[src/rtl/dmem_pkg.sv]
// Shared types and helpers for the RNS data-memory arbiter.
package dmem_pkg;
  localparam int ADDR_W = 8;

  typedef enum logic {
    CLEAR = 1'b0,
    RUN   = 1'b1
  } state_t;

  function automatic int word_w(input int num_domains);
    return num_domains * 8;
  endfunction
endpackage

[src/rtl/dmem_arbiter.sv]
// Shares the data-memory read/write ports between the CPU and the host port,
// after sweeping every entry to zero following reset.
module dmem_arbiter
  import dmem_pkg::*;
#(
  parameter int NUM_DOMAINS  = 1,
  parameter int DEPTH        = 256,
  parameter int CLR_ON_RESET = 1,
  parameter int STARVE_LIMIT = 4
) (
  input  logic                             clk,
  input  logic                             reset,
  input  logic                             cpu_load,
  input  logic                             cpu_store,
  input  logic [ADDR_W-1:0]                cpu_rd_addr,
  input  logic [ADDR_W-1:0]                cpu_wr_addr,
  input  logic [word_w(NUM_DOMAINS)-1:0]   cpu_wr_data,
  output logic                             cpu_stall,
  input  logic                             host_req,
  input  logic                             host_we,
  input  logic [ADDR_W-1:0]                host_addr,
  input  logic [word_w(NUM_DOMAINS)-1:0]   host_wdata,
  output logic                             host_gnt,
  output logic                             host_rvalid,
  output logic [word_w(NUM_DOMAINS)-1:0]   host_rdata,
  output logic [ADDR_W-1:0]                mem_rd_addr,
  output logic [ADDR_W-1:0]                mem_wr_addr,
  output logic [word_w(NUM_DOMAINS)-1:0]   mem_wr_data,
  output logic                             mem_store,
  input  logic [word_w(NUM_DOMAINS)-1:0]   mem_rdata,
  output logic                             init_busy
);

  localparam int SW = $clog2(STARVE_LIMIT + 1);
  localparam logic [SW-1:0]     STARVE_MAX = SW'(STARVE_LIMIT);
  localparam logic [ADDR_W-1:0] CLR_LAST   = ADDR_W'(DEPTH - 1);

  state_t            state, state_nxt;
  logic [ADDR_W-1:0] clr_cnt;
  logic [SW-1:0]     starve_cnt;
  logic              cpu_req;
  logic              host_own;

  assign cpu_req = cpu_load | cpu_store;

  always_comb begin
    state_nxt   = state;
    host_own    = 1'b0;
    cpu_stall   = 1'b0;
    host_gnt    = 1'b0;
    init_busy   = 1'b0;
    mem_rd_addr = cpu_rd_addr;
    mem_wr_addr = cpu_wr_addr;
    mem_wr_data = cpu_wr_data;
    mem_store   = 1'b0;
    case (state)
      CLEAR: begin
        mem_store   = 1'b1;
        mem_wr_addr = clr_cnt;
        mem_wr_data = '0;
        cpu_stall   = 1'b1;
        init_busy   = 1'b1;
        if (clr_cnt == CLR_LAST) state_nxt = RUN;
      end
      RUN: begin
        // CPU wins unless the host has been starved for the full limit.
        host_own  = host_req & (~cpu_req | (starve_cnt == STARVE_MAX));
        cpu_stall = cpu_req & host_own;
        if (host_own) begin
          host_gnt = 1'b1;
          if (host_we) begin
            mem_store   = 1'b1;
            mem_wr_addr = host_addr;
            mem_wr_data = host_wdata;
          end else begin
            mem_rd_addr = host_addr;
          end
        end else begin
          mem_store = cpu_store;
        end
      end
      default: state_nxt = CLEAR;
    endcase
  end

  always_ff @(posedge clk) begin
    if (reset) begin
      state       <= (CLR_ON_RESET != 0) ? CLEAR : RUN;
      clr_cnt     <= '0;
      starve_cnt  <= '0;
      host_rvalid <= 1'b0;
      host_rdata  <= '0;
    end else begin
      state       <= state_nxt;
      clr_cnt     <= (state == CLEAR) ? clr_cnt + ADDR_W'(1) : '0;
      if (state == RUN && host_req && !host_own) begin
        if (starve_cnt != STARVE_MAX) starve_cnt <= starve_cnt + SW'(1);
      end else begin
        starve_cnt <= '0;
      end
      host_rvalid <= host_own & ~host_we;
      if (host_own && !host_we) host_rdata <= mem_rdata;
    end
  end

endmodule

[config.mk]
export PLATFORM = sky130hd
export DESIGN_NAME = dmem_arbiter
export DESIGN_NICKNAME = d
export VERILOG_FILES = /design/src/rtl/dmem_pkg.sv /design/src/rtl/dmem_arbiter.sv
export SDC_FILE = /design/constraint.sdc
export NUM_CORES = 1
export LEC_CHECK = 0
export BUFFER_PORTS_ARGS = -buffer_cell sky130_fd_sc_hd__buf_2
export CAP_MARGIN = 20
export CORE_UTILIZATION = 42
export DETAILED_ROUTE_END_ITERATION = 16
export PLACE_DENSITY_LB_ADDON = 0.2
export SYNTH_ARGS = -nofsm -noshare
export SYNTH_HDL_FRONTEND = slang
export SYNTH_SLANG_ARGS = --single-unit
[constraint.sdc]
create_clock -name clk -period 2.8 [get_ports clk]
set_input_delay 0.84 -clock clk [delete_from_list [all_inputs] [get_ports clk]]
set_output_delay 0.84 -clock clk [all_outputs]
set_load 0.01 [all_outputs]
==> Yosys cells after proc, flatten, opt, wreduce, memory -nomap -nowiden <==
Cells that the tools add are included.
{ "totals": {"register_bits": 21, "out_inout_bits": 37, "elab_cells": 45, "input_bits": 54} }
{ "op_classes": {"n_reduce_logical": 7, "add_sub_neg": 2, "bitwise_logic": 9, "n_eq_ne": 3, "n_mux": 19} }
{ "ops": {"columns": ["op", "n"], "rows": [
  ["$mux 8", 7],
  ["$pmux 8 s2", 2],
  ["$add 8x1->8 const B", 1],
  ["$eq 8x8->1 const B", 1],
  ["$mux 1", 8],
  ["$not 1->1", 4],
  ["$pmux 1 s2", 2],
  ["$reduce_or 2->1", 2],
  ["$add 3x1->3 const B", 1],
  ["$and 1x1->1", 3],
  ["$eq 3x3->1 const B", 1],
  ["$logic_and 1x1->1", 3],
  ["$ne 3x3->1 const B", 1],
  ["$logic_not 1->1", 2],
  ["$or 1x1->1", 2]
]} }

==> Logic depth before layout (Yosys ltp) <==
Gate-level depths: netlist of run 1.
{ "depth": {"ltp_word": 9, "ltp_mapped": 6} }

==> Worst setup path after synthesis of run 1 <==
OpenSTA, ideal clock, no wires.
{ "synth_path": {"path_type": "input to output", "from": "input host_we", "to": "output mem_rd_addr[0]", "arrival_time_ns": 1.694, "cell_stages": 3, "required_ns": 1.960, "path_buffers": 0, "setup_slack_ns": 0.266, "cell_sequence": "nand3b_2 > nor2_4 > mux2_2"} }
{ "synth_via": {"elab_chain_len": 3} }
{ "synth_rtl": {"columns": ["element", "line_no", "rtl"], "rows": [
  ["start, declared", "dmem_arbiter.sv:20", "input logic host_we,"],
  ["$mux 8", "dmem_arbiter.sv:71", "if (host_we) begin"],
  ["$mux 8", "dmem_arbiter.sv:69", "if (host_own) begin"],
  ["$mux 8", "dmem_arbiter.sv:56", "case (state)"],
  ["end, declared", "dmem_arbiter.sv:26", "output logic [ADDR_W-1:0] mem_rd_addr,"]
]} }
Every way passes these cells.

==> Final worst setup path of run 1 <==
{ "layout_path": {"from": "input host_we", "to": "output mem_rd_addr[1]"} }
The elaborated chain is that of the path after synthesis.

==> qor.csv, run 1 <==
stage,metric,value,unit
route,drc_errors,0,
outcome,outcome,"finished, final reports clean",
clock_network,worstSkewPairLatency,290,ps
global_routing,grt_usage,20.5,%
floorplanning,core_area,3080,um^2
floorplanning,ios,91,
worst_setup_path,worst_path_most_repeated_cell,buf_2,
layout,area_delta_synth_final,41.0,%
synth,ys_ff_latch,21,
global_routing,grt_pass1_vias,1262,
layout,fin_nets,327,
place,pre_cts_ws,18.3,ps
layout,drive_above_1_share,44.2,%
global_routing,grt_max_degree,26,
worst_setup_path,worstSetupPathType,input port to output port,
place,place.gp.congestion,0.759,
timing,finalCritPeriodShare,98.8,%
worst_setup_path,cp-start-kind,input port,
global_routing,overflow,0,
synth,syn-num-nets,234,
synth,syn-mean-instance-area,7.78,um^2
synth,ys_seq_area_share,30.5,%
place,port_buffers,90,
route,vias,1628,
clock_network,cts_tree,built,
worst_setup_path,crit_start,host_we,
global_routing,antenna_found_initial,0,
route,ant_nets,0,
worst_setup_path,end_kind,output port,
worst_setup_path,r2r-start,starve_cnt[0],
clock_network,clk_pin_slew_worst_paths,110,ps
place,dpl.hpwl,3020,um
synth,yosysUniqueCellTypes,31,
clock_network,cts_post_setup_buffers_inserted,0,
pwr,p_leak,0.000873,uW
worst_setup_path,cp_data_arrival_time,1930,ps
timing,finalSetupViolations,0,
worst_setup_path,slowest_stage,mux2_2,
timing,clock.fmax,0.362,GHz
timing,period_needed,2770,ps
route,drt_wl_total,3910,um
layout,final_util,63.0,%
synth,synth_ff_type,dfxtp_1,
timing,slew_violations,0,
job,cap_viol_max_count,0,
clock_network,cts-root-buf,clkbuf_4,
worst_hold_path,min-delay-start,starve_cnt[0],
synth,synth_area,1380,um^2
floorplanning,die_x,59.2,um
clock_network,postCtsHoldBufs,0,
clock_network,clock-sinks,21,
clock_network,cts_made_buffers,3,
timing,fin_skew,1.87,ps
route,wl_per_cell,12.5,um
pwr,powerDensity,298,nW/um^2
worst_setup_path,max_stage_delay,370,ps
route,drt-pass1-iter-count,4,
synth,synthArstFlopShare,0,%
timing,worst_slack,34.9,ps
floorplanning,dieArea,3510,um^2
floorplanning,fp.dieH,59.2,um
floorplanning,num_rows,20,
synth,yosys_warnings,0,
worst_setup_path,cp_cell_sequence,buf_2 > nand3b_2 > nor2_4 > mux2_2 > buf_2,
floorplanning,initial_core_util,44.7,%
synth,synthCells,177,
route,vias_per_cell,5.20,
worst_setup_path,crit_fanout,8,
worst_setup_path,cp_top_family,simple AND/OR/NAND/NOR gates,
global_routing,grt_pass1_wl,5630,um
route,dr.first_iter.drc_count,114,
timing,hold_viol,0,
timing,slew_headroom,73.7,%
worst_setup_path,path_buf_inv,2,
pwr,peakVddDrop,0.274,mV
worst_hold_path,min_path_type,register to register,
timing,worst_pin_slew,395,ps
clock_network,ctsLongestPathBuffers,2,
clock_network,htreeDepth,1,
layout,antennaDiodeCount,0,
timing,rsz0062_at_grt,true,
worst_setup_path,critical_path_required,1960,ps
synth,synth_enable_flop_cells,0,
area by class of cell:
cell class                 instances  area (um^2)
clock buffer                       4         26.3
fill                             316         1140
inverter                           5         18.8
multi-input combinational        138          862
sequential                        21          420
tap                               44         55.1
timing repair buffer             101          558
stage by stage:
step,cell area [um^2],setup TNS (ps),power [uW],hold slack (ps),instances
after floorplan,1380,0,372,417,177
after global routing,1940,-29.7,606,491,313
after global placement,1900,0,436,433,309
final,1940,0,578,457,313
after CTS,1930,0,578,459,313
after detailed placement,1900,0,437,442,309
synthesized netlist by cell type, drive strengths merged (2+ instances only):
| library cell | instances | area, um^2 |
|---|---|---|
| ha | 3 | 37.5 |
| dfxtp | 21 | 420 |
| nand2 | 5 | 18.8 |
| xnor2 | 2 | 17.5 |
| xor2 | 2 | 17.5 |
| nand3 | 29 | 145 |
| buf | 7 | 55.1 |
| clkbuf | 6 | 22.5 |
| inv | 5 | 18.8 |
| a21oi | 20 | 100 |
| nor2 | 18 | 75.1 |
| or3 | 3 | 18.8 |
| o21ai | 28 | 140 |
| a31oi | 8 | 50.1 |
| nand3b | 2 | 18.8 |
| mux2 | 8 | 90.1 |
flip-flops by register name, indices dropped and copies added (netlist names):
signal       count
clr_cnt          8
host_rdata       8
starve_cnt       3
host_rvalid      1
state            1
report_power, final:
group / total, uW / switching, uW / internal (uW)
clock: 144 / 88.9 / 55.4
combinational: 125 / 60.5 / 64.6
sequential: 308 / 5.84 / 302
cells in the final DEF, fill, tap and decap left out:
master      n
a21oi_1    20
a221o_1     1
a2bb2oi_4   1
a31oi_1     8
and2_1      1
and3b_1     1
buf_12      2
buf_2      90
buf_4       9
clkbuf_1    1
clkbuf_4    3
dfxtp_1    21
ha_1        2
ha_2        1
inv_1       5
mux2_2      8
nand2_1     5
nand3_1    29
nand3b_1    1
nand3b_2    1
nand4_1     1
nand4b_4    1
nor2_1     17
nor2_4      1
nor4_1      1
o21ai_0    25
o21ai_1     3
o2bb2ai_4   1
o32ai_1     1
or2_2       1
or3_1       3
xnor2_1     2
xor2_1      2
metal layers:
metal  global-route usage (%)  vias up  part of all wire [%]
met4                     6.12        0                  0.28
met1                     26.6      738                    45
met5                        0        -                     0
met2                     35.3       60                    46
met3                     2.40        2                   7.8
li1                         -      828                     -
logic make-up (layout without fill, tap and decap cells):
logic type,count (synthesis),after routing,synth area share [%]
flip-flops,21,21,30.5
multiplexers,8,8,6.55
buffers and inverters,18,110,7.00
XOR/XNOR,4,4,2.55
AO/OA/AOI/OAI,60,60,26.4
adder cells (fa/ha/maj),3,3,2.73
AND/OR/NAND/NOR,63,63,24.3
repair_timing:
action / 4_1_cts / 5_1_grt
setup endpoints to repair: 3 / 24
pin swaps: 0 / 1
resized for setup: 1 / 3
path summary, 6_finish.rpt:
| kind | end | slack (ps) | depth (start not counted) |
|---|---|---|---|
| worst max-delay path | mem_rd_addr[1] | 30 | 5 |
| worst min-delay path | starve_cnt[0] | 460 | 1 |
| worst min register to register | starve_cnt[0] | 460 | 1 |
| worst max register to register | host_rdata[3] | 1440 | 6 |
Power figures use the tool's default switching activity.
==> run 2, diff against run 1 <==
Settings changed: ABC_AREA set to 1, CORE_UTILIZATION 42 to 43.
==> qor.csv, run 2 <==
stage,metric,value,unit,change
worst_setup_path,worst-r2r-setup-slack,1200,ps,was 1440 ps
global_routing,overflow,0,,unchanged
timing,hold_viol,0,,unchanged
global_routing,antenna_found_initial,0,,unchanged
worst_setup_path,worstSetupPathType,input port to output port,,unchanged
pwr,peakVddDrop,0.326,mV,was 0.274 mV
layout,drive_above_1_share,28.5,%,was 44.2%
worst_setup_path,cp-start-kind,input port,,unchanged
floorplanning,core_area,3340,um^2,was 3080 um^2
synth,synthArstFlopShare,0,%,unchanged
clock_network,cts_post_setup_buffers_inserted,0,,unchanged
worst_setup_path,slowest_stage,nand2_1,,was mux2_2
layout,antennaDiodeCount,0,,unchanged
layout,area_delta_synth_final,34.4,%,was 41.0%
synth,syn-mean-instance-area,5.48,um^2,was 7.78 um^2
floorplanning,fp.dieH,61.0,um,was 59.2 um
synth,synth_ff_type,dfxtp_1,,unchanged
timing,period_needed,2710,ps,was 2770 ps
timing,slew_violations,0,,unchanged
synth,syn-num-nets,330,,was 234
clock_network,cts-root-buf,clkbuf_4,,unchanged
worst_setup_path,cp_cell_sequence,buf_2 > o21ai_2 > nand2_1 > nand2_1 > nand2_1 > nand2_1 > nand2_1 > buf_2,,was buf_2 > nand3b_2 > nor2_4 > mux2_2 > buf_2
outcome,outcome,"finished, final reports clean",,unchanged
worst_setup_path,end_kind,output port,,unchanged
global_routing,grt_usage,21.1,%,was 20.5%
clock_network,ctsLongestPathBuffers,2,,unchanged
timing,setup_tns,0,ps,unchanged
timing,finalSetupViolations,0,,unchanged
synth,synthTopCellsByCount,"116 x nand2_1, 48 x nor2_1, 36 x inv_1",,"was 29 x nand3_1, 25 x o21ai_0, 21 x dfxtp_1"
synth,synth_area_leaders,"nand2_1 29%, dfxtp_1 28%, nor2_1 12%, inv_1 9.0%, o21ai_0 4.0%",,"was dfxtp_1 31%, nand3_1 11%, o21ai_0 9.1%, a21oi_1 7.3%, mux2_2 6.5%"
pwr,powerDensity,279,nW/um^2,was 298 nW/um^2
worst_setup_path,critical_path_required,1960,ps,about the same
worst_hold_path,min_path_type,register to register,,unchanged
worst_setup_path,cp_top_family,simple AND/OR/NAND/NOR gates,,unchanged
place,dpl.hpwl,2900,um,was 3020 um
synth,ys_seq_area_share,28.1,%,was 30.5%
synth,synth_top_cell_by_area,nand2_1,,was dfxtp_1
place,place_inst,404,,was 309
synth,synth_area,1500,um^2,was 1380 um^2
global_routing,grt_max_degree,18,,was 26
floorplanning,dieArea,3720,um^2,was 3510 um^2
worst_setup_path,worst_r2r_path_depth,9,,was 6
clock_network,cts_resized,0,,was 1
route,drt-pass1-iter-count,4,,unchanged
job,cap_viol_max_count,0,,unchanged
clock_network,cts_tree,built,,unchanged
route,drt_wl_total,3610,um,was 3910 um
clock_network,htreeDepth,1,,unchanged
timing,worst_pin_slew,431,ps,was 395 ps
synth,synth_enable_flop_cells,0,,unchanged
floorplanning,ios,91,,unchanged
layout,final_cells,408,,was 313
worst_setup_path,worstReg2RegEnd,host_rdata[7],,was host_rdata[3]
synth,yosys.area.top_type_share,29.1,%,was 30.5%
worst_setup_path,path_buf_inv,2,,unchanged
clock_network,cts_made_buffers,3,,unchanged
floorplanning,initial_core_util,44.8,%,was 44.7%
route,dr.first_iter.drc_count,61,,was 114
worst_setup_path,path_depth,8,,was 5
timing,fin_skew,3.87,ps,was 1.87 ps
timing,finalCritPeriodShare,96.9,%,was 98.8%
route,drc_errors,0,,unchanged
clock_network,postCtsHoldBufs,0,,unchanged
worst_setup_path,endpoint,mem_wr_addr[0],,was mem_rd_addr[1]
worst_setup_path,r2r-start,starve_cnt[0],,unchanged
place,place.gp.congestion,0.810,,was 0.759
route,ant_nets,0,,unchanged
layout,layout_commonest_cell,nand2_1,,was buf_2
synth,synthCells,273,,was 177
timing,slew_headroom,71.2,%,was 73.7%
global_routing,grt_pass1_vias,1497,,was 1262
route,vias,1804,,was 1628
place,port_buffers,90,,unchanged
clock_network,worstSkewPairLatency,300,ps,was 290 ps
worst_setup_path,cp_data_arrival_time,1870,ps,was 1930 ps
worst_setup_path,worst_path_most_repeated_cell,nand2_1,,was buf_2
timing,clock.fmax,0.368,GHz,was 0.362 GHz
worst_setup_path,max_stage_delay,280,ps,was 370 ps
synth,yosysMostFrequentCell,nand2_1,,was nand3_1
pwr,p_leak,0.00130,uW,was 0.000873 uW
worst_setup_path,crit_start,cpu_store,,was host_we
floorplanning,die_x,61.0,um,was 59.2 um
layout,largestRegisters,"clr_cnt x8, host_rdata x8, starve_cnt x3",,unchanged
global_routing,grt_pass1_wl,6000,um,was 5630 um
clock_network,clk_pin_slew_worst_paths,100,ps,was 110 ps
floorplanning,num_rows,21,,was 20
route,wl_per_cell,8.84,um,was 12.5 um
worst_setup_path,crit_fanout,12,,was 8
route,vias_per_cell,4.42,,was 5.20
clock_network,clock-sinks,21,,unchanged
synth,yosys_warnings,0,,unchanged
timing,rsz0062_at_grt,true,,unchanged
layout,fin_nets,420,,was 327
layout,final_cell_mix,"116 x nand2_1, 90 x buf_2, 48 x nor2_1",,"was 90 x buf_2, 29 x nand3_1, 25 x o21ai_0"
synth,ys_ff_latch,21,,unchanged
synth,yosysUniqueCellTypes,22,,was 31
## run 2: cell types whose count changed after synthesis, moves of 2 or more
cell | before | now
o21ai_1 | 3 | 0
clkbuf_1 | 6 | 4
nand3_1 | 29 | 11
nor2_1 | 17 | 48
nand2_1 | 5 | 116
a21oi_1 | 20 | 2
or3_1 | 3 | 0
buf_4 | 3 | 1
nand4_1 | 1 | 3
a31oi_1 | 8 | 2
buf_2 | 2 | 4
inv_1 | 5 | 36
mux2_2 | 8 | 0
o21ai_0 | 25 | 12
## run 2: per-layer routing
layer  track usage (%)  vias up  routed length [um]
met5                 0        -                   0
met4              4.87        0                  23
met3              4.26        2                 202
met2              38.5       54                1740
met1              25.3      754                1640
li1                  -      994                   -
## run 2: worst min-delay path by stage
stage                        from  cells after the start             to  slack, ps
detailed placement  starve_cnt[0]                      1  starve_cnt[0]        450
floorplan           starve_cnt[0]                      1  starve_cnt[0]        420
global route        starve_cnt[0]                      1  starve_cnt[0]        520
global placement    starve_cnt[0]                      1  starve_cnt[0]        430
CTS                 starve_cnt[0]                      1  starve_cnt[0]        470
finish              starve_cnt[0]                      1  starve_cnt[0]        460
## run 2: per-stage QoR
stage / cell area, um^2 / power [uW] / hold slack, ps / setup slack, ps / util, %
after floorplan: 1500 / 372 / 417 / 236 / -
after global placement: 1980 / 429 / 434 / 107 / 59.5
after detailed placement: 1980 / 430 / 446 / 80.0 / 59.5
after CTS: 2010 / 570 / 467 / 65.1 / 60.3
after global routing: 2010 / 603 / 516 / -123 / 60.3
final: 2010 / 561 / 465 / 86.1 / 60.3
## run 2: area by class of cell
| class | count | area [um^2] |
|---|---|---|
| flip-flops and latches | 21 | 420 |
| repair buffers | 96 | 495 |
| inverters | 38 | 143 |
| fillers | 364 | 1330 |
| multi-input cells | 203 | 868 |
| well taps | 46 | 57.6 |
| clock buffers | 4 | 26.3 |
## run 2: report_power, final
part | total [uW] | internal (uW) | switching, uW
registers | 305 | 302 | 3.33
clock network | 139 | 55.6 | 83.6
logic | 117 | 56.3 | 60.5
## run 2: cells by family after synthesis
family,synth area share [%]
DFF,28.1
buffers and inverters,13.9
AOI/OAI and AO/OA,6.10
xor gates and xnor gates,1.17
adders and majority gates,2.51
and+or+nand+nor,48.2
## run 2: worst register-to-register path, stage by stage (launching register included)
cell	delay, ps
dfxtp_1	370
inv_1	60
ha_1	190
nand2_1	110
o21ai_2	100
nand3_2	230
buf_4	270
nand2_1	80
nand2_1	60
nor2_1	40
